===== config.mk =====
export PLATFORM = sky130hd
export DESIGN_NAME = flit_merge_arb2
export DESIGN_NICKNAME = d
export VERILOG_FILES = /design/src/rtl/flit_merge_arb2.sv
export SDC_FILE = /design/constraint.sdc
export NUM_CORES = 1
export LEC_CHECK = 0
export ABC_AREA = 1
export CAP_MARGIN = 5
export CORE_UTILIZATION = 36
export DETAILED_ROUTE_END_ITERATION = 16
export PLACE_DENSITY = 0.86
export SKIP_CTS_REPAIR_TIMING = 1
export SYNTH_ARGS = -nofsm -noshare
export SYNTH_HDL_FRONTEND = slang
export SYNTH_SLANG_ARGS = --single-unit

===== constraint.sdc =====
create_clock -name clk -period 2.5 [get_ports clk]
set_clock_uncertainty 0.1 [all_clocks]
set_input_delay 0.5 -clock clk [delete_from_list [all_inputs] [get_ports clk]]
set_output_delay 0.5 -clock clk [all_outputs]
set_load 0.1 [all_outputs]

===== src/rtl/flit_merge_arb2.sv =====
// Two-requester round-robin flit merge with a one-entry registered output stage.
// Optional per-input saturating grant counters are enabled by defining GRANT_CNT_EN.
module flit_merge_arb2 #(
  parameter int W     = 9,
  parameter int CNT_W = 16
) (
  input  logic             clk,
  input  logic             rst_n,
  input  logic             in0_valid,
  input  logic [W-1:0]     in0_data,
  output logic             in0_ready,
  input  logic             in1_valid,
  input  logic [W-1:0]     in1_data,
  output logic             in1_ready,
  output logic             out_valid,
  output logic [W-1:0]     out_data,
  output logic             out_src,
  input  logic             out_ready,
  output logic [CNT_W-1:0] grant_cnt0,
  output logic [CNT_W-1:0] grant_cnt1
);

  typedef enum logic {EMPTY = 1'b0, FULL = 1'b1} state_t;

  state_t       state_q, state_d;
  logic [W-1:0] data_q, data_d;
  logic         src_q, src_d;
  logic         rr_ptr_q, rr_ptr_d;
  logic         can_load;
  logic         grant_idx;
  logic         load;

  // Grant is gated by rst_n so neither requester sees ready while reset is held.
  always_comb begin
    can_load  = (state_q == EMPTY) || out_ready;
    grant_idx = (in0_valid && in1_valid) ? rr_ptr_q : in1_valid;
    load      = rst_n && can_load && (in0_valid || in1_valid);
  end

  assign in0_ready = load && !grant_idx;
  assign in1_ready = load && grant_idx;
  assign out_valid = (state_q == FULL);
  assign out_data  = data_q;
  assign out_src   = src_q;

  always_comb begin
    state_d  = state_q;
    data_d   = data_q;
    src_d    = src_q;
    rr_ptr_d = rr_ptr_q;
    case (state_q)
      EMPTY: begin
        if (load) state_d = FULL;
      end
      FULL: begin
        if (out_ready && !load) state_d = EMPTY;
      end
      default: state_d = EMPTY;
    endcase
    if (load) begin
      data_d   = grant_idx ? in1_data : in0_data;
      src_d    = grant_idx;
      rr_ptr_d = ~grant_idx;
    end
  end

  always_ff @(posedge clk or negedge rst_n) begin
    if (!rst_n) begin
      state_q  <= EMPTY;
      data_q   <= '0;
      src_q    <= 1'b0;
      rr_ptr_q <= 1'b0;
    end else begin
      state_q  <= state_d;
      data_q   <= data_d;
      src_q    <= src_d;
      rr_ptr_q <= rr_ptr_d;
    end
  end

`ifdef GRANT_CNT_EN
  logic [1:0]       xfer;
  logic [CNT_W-1:0] cnt_q [2];
  logic [CNT_W-1:0] cnt_d [2];

  assign xfer = {in1_valid && in1_ready, in0_valid && in0_ready};

  generate
    for (genvar gi = 0; gi < 2; gi++) begin : g_cnt
      // Saturate at all-ones instead of wrapping.
      always_comb begin
        cnt_d[gi] = cnt_q[gi];
        if (xfer[gi] && (cnt_q[gi] != {CNT_W{1'b1}})) cnt_d[gi] = cnt_q[gi] + CNT_W'(1);
      end

      always_ff @(posedge clk or negedge rst_n) begin
        if (!rst_n) cnt_q[gi] <= '0;
        else        cnt_q[gi] <= cnt_d[gi];
      end
    end
  endgenerate

  assign grant_cnt0 = cnt_q[0];
  assign grant_cnt1 = cnt_q[1];
`else
  assign grant_cnt0 = '0;
  assign grant_cnt1 = '0;
`endif

endmodule


# Yosys cells after proc, flatten, opt, wreduce, memory -nomap -nowiden
# Cells that the tools add are included.
[op_classes]
mux = 5
n_bitwise = 2
reduce_logical = 10
[ops]
columns = ["op", "count"]
rows = [
  ["two-way mux 9 bit", 1],
  ["logical AND 1 bit", 6],
  ["two-way mux 1 bit", 3],
  ["logical NOT 1 bit", 2],
  ["logical OR 1 bit", 2],
  ["NOT 1 bit", 2],
  ["case mux 1 bit (2 select lines)", 1],
]
[word_totals]
reg_bits = 12
in_bits = 23
out_inout_bits = 45
word_cells = 21

# Longest topological paths before layout
# Gate-level depths: netlist (run 1).
[logic_depth]
depth_word = 8
depth_mapped = 8
mapped_depth_nobuf = 7

# Least setup slack after synthesis (run 1)
# OpenSTA, ideal clock, no wires.
[synth_path]
path_kind = "reg2out"
start = "register state_q (netlist: out_valid)"
end = "output port in1_ready"
arrival_ns = 1.849
t_required_ns = 1.900
slack_ns = 0.051
path_stages_with_launch = 7
path_buffers = 1
cell_sequence = "dfrtp_1 > inv_1 > nor2_1 > nor2_2 > buf_6 > nand2_1 > inv_1"
[synth_via]
elab_chain_cells = 5
[synth_rtl]
columns = ["element", "line_no", "text"]
rows = [
  ["start: declaration", "25", "state_t state_q, state_d;"],
  ["start signal: assignment", "74", "state_q <= state_d;"],
  ["NOT 1 bit", "35", "can_load = (state_q == EMPTY) || out_ready;"],
  ["logical OR 1 bit", "35", ""],
  ["logical AND 1 bit (2 in a row)", "37", "load = rst_n && can_load && (in0_valid || in1_valid);"],
  ["logical AND 1 bit", "41", "assign in1_ready = load && grant_idx;"],
  ["end: declaration", "14", "output logic in1_ready,"],
]
# Every way passes these cells.

# Worst setup path in the final report (run 1)
[layout_path]
start = "input port in0_valid"
end = "output port in1_ready"
[layout_via]
elab_chain_cells = 3
elab_cells_between_ends = 5
classes_between = "mux (1); reduce/logical (4)"
[layout_rtl]
columns = ["element", "line_no", "text"]
rows = [
  ["start: declaration", "9", "input logic in0_valid,"],
  ["logical AND 1 bit or logical OR 1 bit (tied branches)", "36, 37", ""],
  ["two-way mux 1 bit or logical AND 1 bit (tied branches)", "36, 37", ""],
  ["logical AND 1 bit *", "41", ""],
]
# Mark *: on every way between the ends. The rest lies on a longest branch, timed or not.

==> metrics.cfg, run 1 <==
[outcome]
status = completed

[route]
drtPass1Iterations = 4
ant_nets = 0
vias = 784
viasPerCell = 4.215
drt-total-wl_um = 1953
drc = 0
drt_iter0_drc = 29
wire_per_inst_um = 10.50

[worst_setup_path]
critPathLaunch = in0_valid
worstPathRequired_ns = 1.90
crit_type = input pin to primary output
rrSetupSlack_ns = 1.34
r2r-start = rr_ptr_q
crit_path_start_kind = input pin
arrival_ns = 1.72
crit_path_max_fanout = 11
ff2ff_path_depth = 7
end_kind = primary output
crit_end = in1_ready
r2r-end = out_data[4]

[die]
row_count = 17
core-area_mm2 = 0.002276
initial_utilization = 0.3942
dieArea_mm2 = 0.002696
die_w_um = 51.92
ioPinCount = 68
die_y_um = 51.92

[global_route]
grtUsageMet2 = 0.2457
grt_pass1_vias = 685
grt_max_degree = 13
grt_pass1_wl_um = 2849
antenna_found_initial = 0
use_met1 = 0.1720
grt_busiest_layer = met2
grt_overflow = 0
grt_use_met3 = 0.03216
grt_use_total = 0.1434

[worst_hold_path]
hold_depth = 2
hp-class = flip-flop to flip-flop

[clocking]
clockBufferDepth = 2
cts_root_buf = clkbuf_4
cts_buffers = 3
htree_levels = 1
clkSinkCount = 12
worstSkewPairLatency_ns = 0.26
tritoncts = done
path_clk_slew_ns = 0.07

[finish]
fin_area_mm2 = 0.001162
layout_common_cells = nand2_1, conb_1, clkdlybuf4s50_1
diodes = 0
drive_gt1_frac = 0.1709
instances_no_fill = 186
fillCellCount = 229
final_util = 0.5107
final_nets = 183
areaGrowthSynthToFinish_pct = 29.57
layout_commonest_cell = nand2_1

[power]
comb_power_share = 0.647
p_sw_uw = 617.9
p_per_area_mw_per_mm2 = 871.0
finalPower_mw = 1.012
p_leak_nw = 0.6758
p_int_uw = 394.6
sequentialPowerShare = 0.244
power_frac_clock = 0.109
irDropWorstVdd_v = 0.0004481
swShare = 0.6103

[synthesis]
synth_seq_cells = 12
synth_cell_type_count = 13
synthCells = 121
ys_seq_area_frac = 0.3347
yosys_warnings = 0
synth_area_leaders = dfrtp_1, buf_4, nand2_1, nand3_1, buf_6
yosys.area.top_type = dfrtp_1
synth_area_per_cell_um2 = 7.414
syn-cell-area_um2 = 897.1
yosys.area.top_type_share = 0.3347

[placement]
gp_congestion = 0.7445
dpl_worst_slack_ns = 0.1780
io_buffers = 35
hpwl_um = 1534
dp.cells = 183
place_area_mm2 = 0.001140

[timing]
hold_ws_ns = 0.3855
final_min_period_over_clock_period = 0.9278
slew_viol_final = 0
fin_setup_tns_ns = 0
period_minus_slack_ns = 2.320
finalHoldViolCount = 0
setup_viol = 0
rsz0062_at_grt = false
max_freq_mhz = 431.1
timing.final.ws_setup_ns = 0.1804

[run]
maxCapViolCount = 0

## area by class of cell
class | count | area, µm² | share of cell area
inverters | 7 | 26.28 | 0.02261
clock buffers | 3 | 22.52 | 0.01938
repair buffers | 38 | 365.4 | 0.3143
well taps | 28 | 35.03 | 0.03014
flip-flops and latches | 12 | 300.3 | 0.2583
multi-input cells | 98 | 412.9 | 0.3552
## power groups by stage
stage,clock network [mW],logic (mW),registers [mW]
finish,0.110,0.655,0.247
global route,0.122,0.677,0.250
CTS,0.115,0.657,0.247
detailed placement,0,0.655,0.250
global placement,0,0.649,0.250
floorplan,0,0.342,0.481
## cell families (layout without fill, tap and decap cells)
group,after synthesis,after routing,synth area share
and+or+nand+nor,64,64,0.3110
buffers and inverters,42,48,0.3347
DFF,12,12,0.3347
AOI/OAI and AO/OA,2,2,0.01534
other,1,32,0.004180
## registers in the layout, summed over array words and instances (netlist names)
register / count
out_data: 9
out_src: 1
out_valid: 1
rr_ptr_q: 1
## how the worst min path moves through the flow
stage | start | endpoint | slack [ns]
detailed placement | out_src | out_src | 0.36
global placement | out_src | out_src | 0.36
finish | out_data[1] | out_data[1] | 0.39
CTS | out_data[1] | out_data[1] | 0.39
global route | out_data[1] | out_data[1] | 0.40
floorplan | rst_n | out_data[0] | 0.10
## cell usage after synthesis
cell	instances
nand2_1	47
buf_4	32
dfrtp_1	12
nand3_1	9
inv_1	7
nand2_2	4
buf_6	3
nand2_4	2
conb_1	1
nor2_1	1
nor2_2	1
o21ai_0	1
o21ai_2	1
## per-layer routing
metal	vias to the layer above	share of wire	routed length, µm
li1	376	-	-
met1	356	0.39	757
met2	50	0.49	956
met3	2	0.12	228
met4	0	0.0051	10
met5	-	0	0
## worst max-delay path, stage by stage
cell	delay, ns
clkdlybuf4s50_1	0.55
nand2_4	0.13
nand2_4	0.16
inv_1	0.05
nand2_1	0.09
inv_1	0.07
buf_12	0.16
No activity file was read; power rests on OpenSTA's default activity.
==> inputs of run 2 (changes only) <==
--- a/config.mk
+++ b/config.mk
@@ -5,7 +5,6 @@
 export SDC_FILE = /design/constraint.sdc
 export NUM_CORES = 1
 export LEC_CHECK = 0
-export ABC_AREA = 1
 export CAP_MARGIN = 5
 export CORE_UTILIZATION = 36
 export DETAILED_ROUTE_END_ITERATION = 16
==> run 2 against run 1 <==
Worst hold slack better by 0.071 ns. Die area decreased by 0.94%. Sequential share of layout area fell by 0.46 points. Critical path type unchanged. Largest power group unchanged. Highest routed layer unchanged.
==> metrics.cfg, run 2 <==
[clocking]
cts_root_buf = clkbuf_4
clkSinkCount = 12  ; unchanged
path_clk_slew_ns = 0.07  ; about the same
clockBufferDepth = 2  ; unchanged
worstSkewPairLatency_ns = 0.28  ; +0.02 ns
tritoncts = done
cts_buffers = 3  ; unchanged
htree_levels = 1  ; unchanged

[power]
p_per_area_mw_per_mm2 = 909.6  ; +4.4%
p_leak_nw = 0.5356  ; -21%
irDropWorstVdd_v = 0.0006005  ; +34%

[worst_hold_path]
holdCritStartpoint = rr_ptr_q
holdPathEnd = rr_ptr_q
hp-class = flip-flop to flip-flop
hold_depth = 2  ; unchanged

[global_route]
grt_pass1_wl_um = 2829  ; -0.70%
grt_max_degree = 19  ; +6
antenna_found_initial = 0  ; unchanged
grt_overflow = 0  ; unchanged
grt_pass1_vias = 646  ; -5.7%
grt_use_total = 0.1452  ; +0.001859

[timing]
period_minus_slack_ns = 2.309  ; -0.01094 ns
setup_viol = 0  ; unchanged
rsz0062_at_grt = false
final_min_period_over_clock_period = 0.9235  ; -0.004376
slew_viol_final = 0  ; unchanged
hold_ws_ns = 0.4566  ; +0.07106 ns
finalHoldViolCount = 0  ; unchanged
max_freq_mhz = 433.2  ; +0.47%
timing.final.ws_setup_ns = 0.1914  ; +0.01094 ns

[worst_setup_path]
crit_path_max_fanout = 11  ; unchanged
cp_top_family = buffers and inverters
arrival_ns = 1.71  ; about the same
crit_type = input pin to primary output
rrSetupSlack_ns = 1.08  ; -0.26 ns
crit_path_start_kind = input pin
worstPathRequired_ns = 1.90  ; about the same
critPathSlowestCell = clkdlybuf4s50_1
path_buf_inv = 3  ; -1
slowest_delay_ns = 0.44  ; -0.11 ns
crit_chain = clkdlybuf4s50_1 > inv_1 > nor2_1 > nor2_2 > buf_12
end_kind = primary output
r2r-start = out_valid
ff2ff_path_depth = 4  ; -3
r2r-end = out_src
path_depth = 5  ; -2

[route]
drt-total-wl_um = 1920  ; -1.7%
vias = 749  ; -4.5%
viasPerCell = 4.512  ; +7.0%
drt_iter0_drc = 13  ; -55%
wire_per_inst_um = 11.57  ; +10%
drc = 0  ; unchanged
drtPass1Iterations = 4  ; unchanged
ant_nets = 0  ; unchanged

[finish]
layout_common_cells = conb_1, clkdlybuf4s50_1, buf_4
final_nets = 162  ; -11%
layout_commonest_cell = conb_1
areaGrowthSynthToFinish_pct = 33.24
largest_reg_flops = 9  ; unchanged
drive_gt1_frac = 0.1957  ; +0.02477
final_util = 0.5201  ; +0.009346
diodes = 0  ; unchanged

[die]
ioPinCount = 68  ; unchanged
dieArea_mm2 = 0.002670  ; -0.94%
row_count = 17  ; unchanged
die_w_um = 51.68  ; -0.47%
core-area_mm2 = 0.002276  ; unchanged
die_y_um = 51.68  ; -0.47%
initial_utilization = 0.3903  ; -0.003848

[synthesis]
synth-edff-count = 0  ; unchanged
ys_seq_area_frac = 0.3380  ; +0.003300
synth_top_family_by_area = buffers and inverters
synth_cell_type_count = 19  ; +6
synthCells = 102  ; -16%
synthAdderAreaFrac = 0  ; unchanged
syn-cell-area_um2 = 888.4  ; -0.98%
synthArstFlopShare = 1.000  ; unchanged
synth_mux_area_frac = 0.01690  ; +0.01690
synthXorXnorAreaFrac = 0  ; unchanged
synth_simple_gate_area_share = 0.1254  ; -0.1857
synth_area_per_cell_um2 = 8.709  ; +17%
synth_compound_area_frac = 0.1845  ; +0.1692
yosys.area.top_type = dfrtp_1
synthFlopType = dfrtp_1
yosys_warnings = 0  ; unchanged
synth_seq_cells = 12  ; unchanged
synth_area_leaders = dfrtp_1, buf_4, nand3b_1, a31oi_1, a21oi_1
synthTopCellsByCount = buf_4, dfrtp_1, a21oi_1
yosys.area.top_type_share = 0.3380  ; +0.003300
post-synth-top-count-cell = buf_4

[outcome]
status = completed

[run]
maxCapViolCount = 0  ; unchanged

[placement]
dpl_worst_slack_ns = 0.1941  ; +0.01610 ns
io_buffers = 35  ; unchanged
hpwl_um = 1491  ; -2.8%
gp_congestion = 0.7604  ; +2.1%

==> run 2: changes by cell type in the layout (fill, tap and decap cells not counted), moves of 2 or more <==
cell,previous run,this run
o21ai_0,1,9
nand2_2,4,0
nand3b_1,0,9
a31oi_1,0,9
nand2_4,2,0
a21oi_1,0,11
nand3_1,9,0
inv_1,7,2
nand2_1,47,2
buf_4,14,16
==> run 2: layout make-up <==
cell class | instances | area (µm²)
tap | 28 | 35.03
sequential | 12 | 300.3
multi-input combinational | 80 | 424.2
inverter | 2 | 7.507
clock buffer | 4 | 36.28
fill | 219 | 1092
timing repair buffer | 40 | 380.4
==> run 2: worst register-to-register path, stage by stage, from the launching register on <==
cell and delay, ns:
dfrtp_1 0.39, nand2b_1 0.09, buf_4 0.18, and2_4 0.23, mux2_4 0.31
==> run 2: how the worst max path moves through the flow <==
stage	startpoint	endpoint
after detailed placement	in1_valid	in0_ready
after CTS	in1_valid	in0_ready
final	in1_valid	in0_ready
after floorplan	out_valid	in0_ready
after global placement	in1_valid	in0_ready
after global routing	in1_valid	in0_ready
==> run 2: layer usage <==
metal	share of wire	vias to the layer above	global-route usage
met3	0.10	5	0.03801
met5	0	-	0
met2	0.46	52	0.2511
met1	0.41	336	0.1655
met4	0.017	0	0.06757
li1	-	356	-
==> run 2: logic make-up after synthesis <==
family,count (synthesis)
multiplexers,1
AND/OR/NAND/NOR,17
buffers and inverters,41
flip-flops,12
AO/OA/AOI/OAI,30
other,1
==> run 2: power breakdown <==
group	switching [mW]	total, mW	internal [mW]
registers	0.0222	0.252	0.230
logic	0.548	0.673	0.124
clock network	0.0633	0.152	0.0886
total	0.634	1.08	0.443
==> run 2: stage by stage <==
| step | TNS (ns) | instances | total power [mW] | area (µm²) |
|---|---|---|---|---|
| 2_1_floorplan | -0.09468 | 133 | 0.8418 | 1018 |
| 3_3_place_gp | 0 | 162 | 0.9211 | 1147 |
| 3_5_place_dp | 0 | 162 | 0.9284 | 1147 |
| 4_1_cts | 0 | 166 | 1.081 | 1184 |
| 5_1_grt | 0 | 166 | 1.114 | 1184 |
| 6_report | 0 | 166 | 1.077 | 1184 |
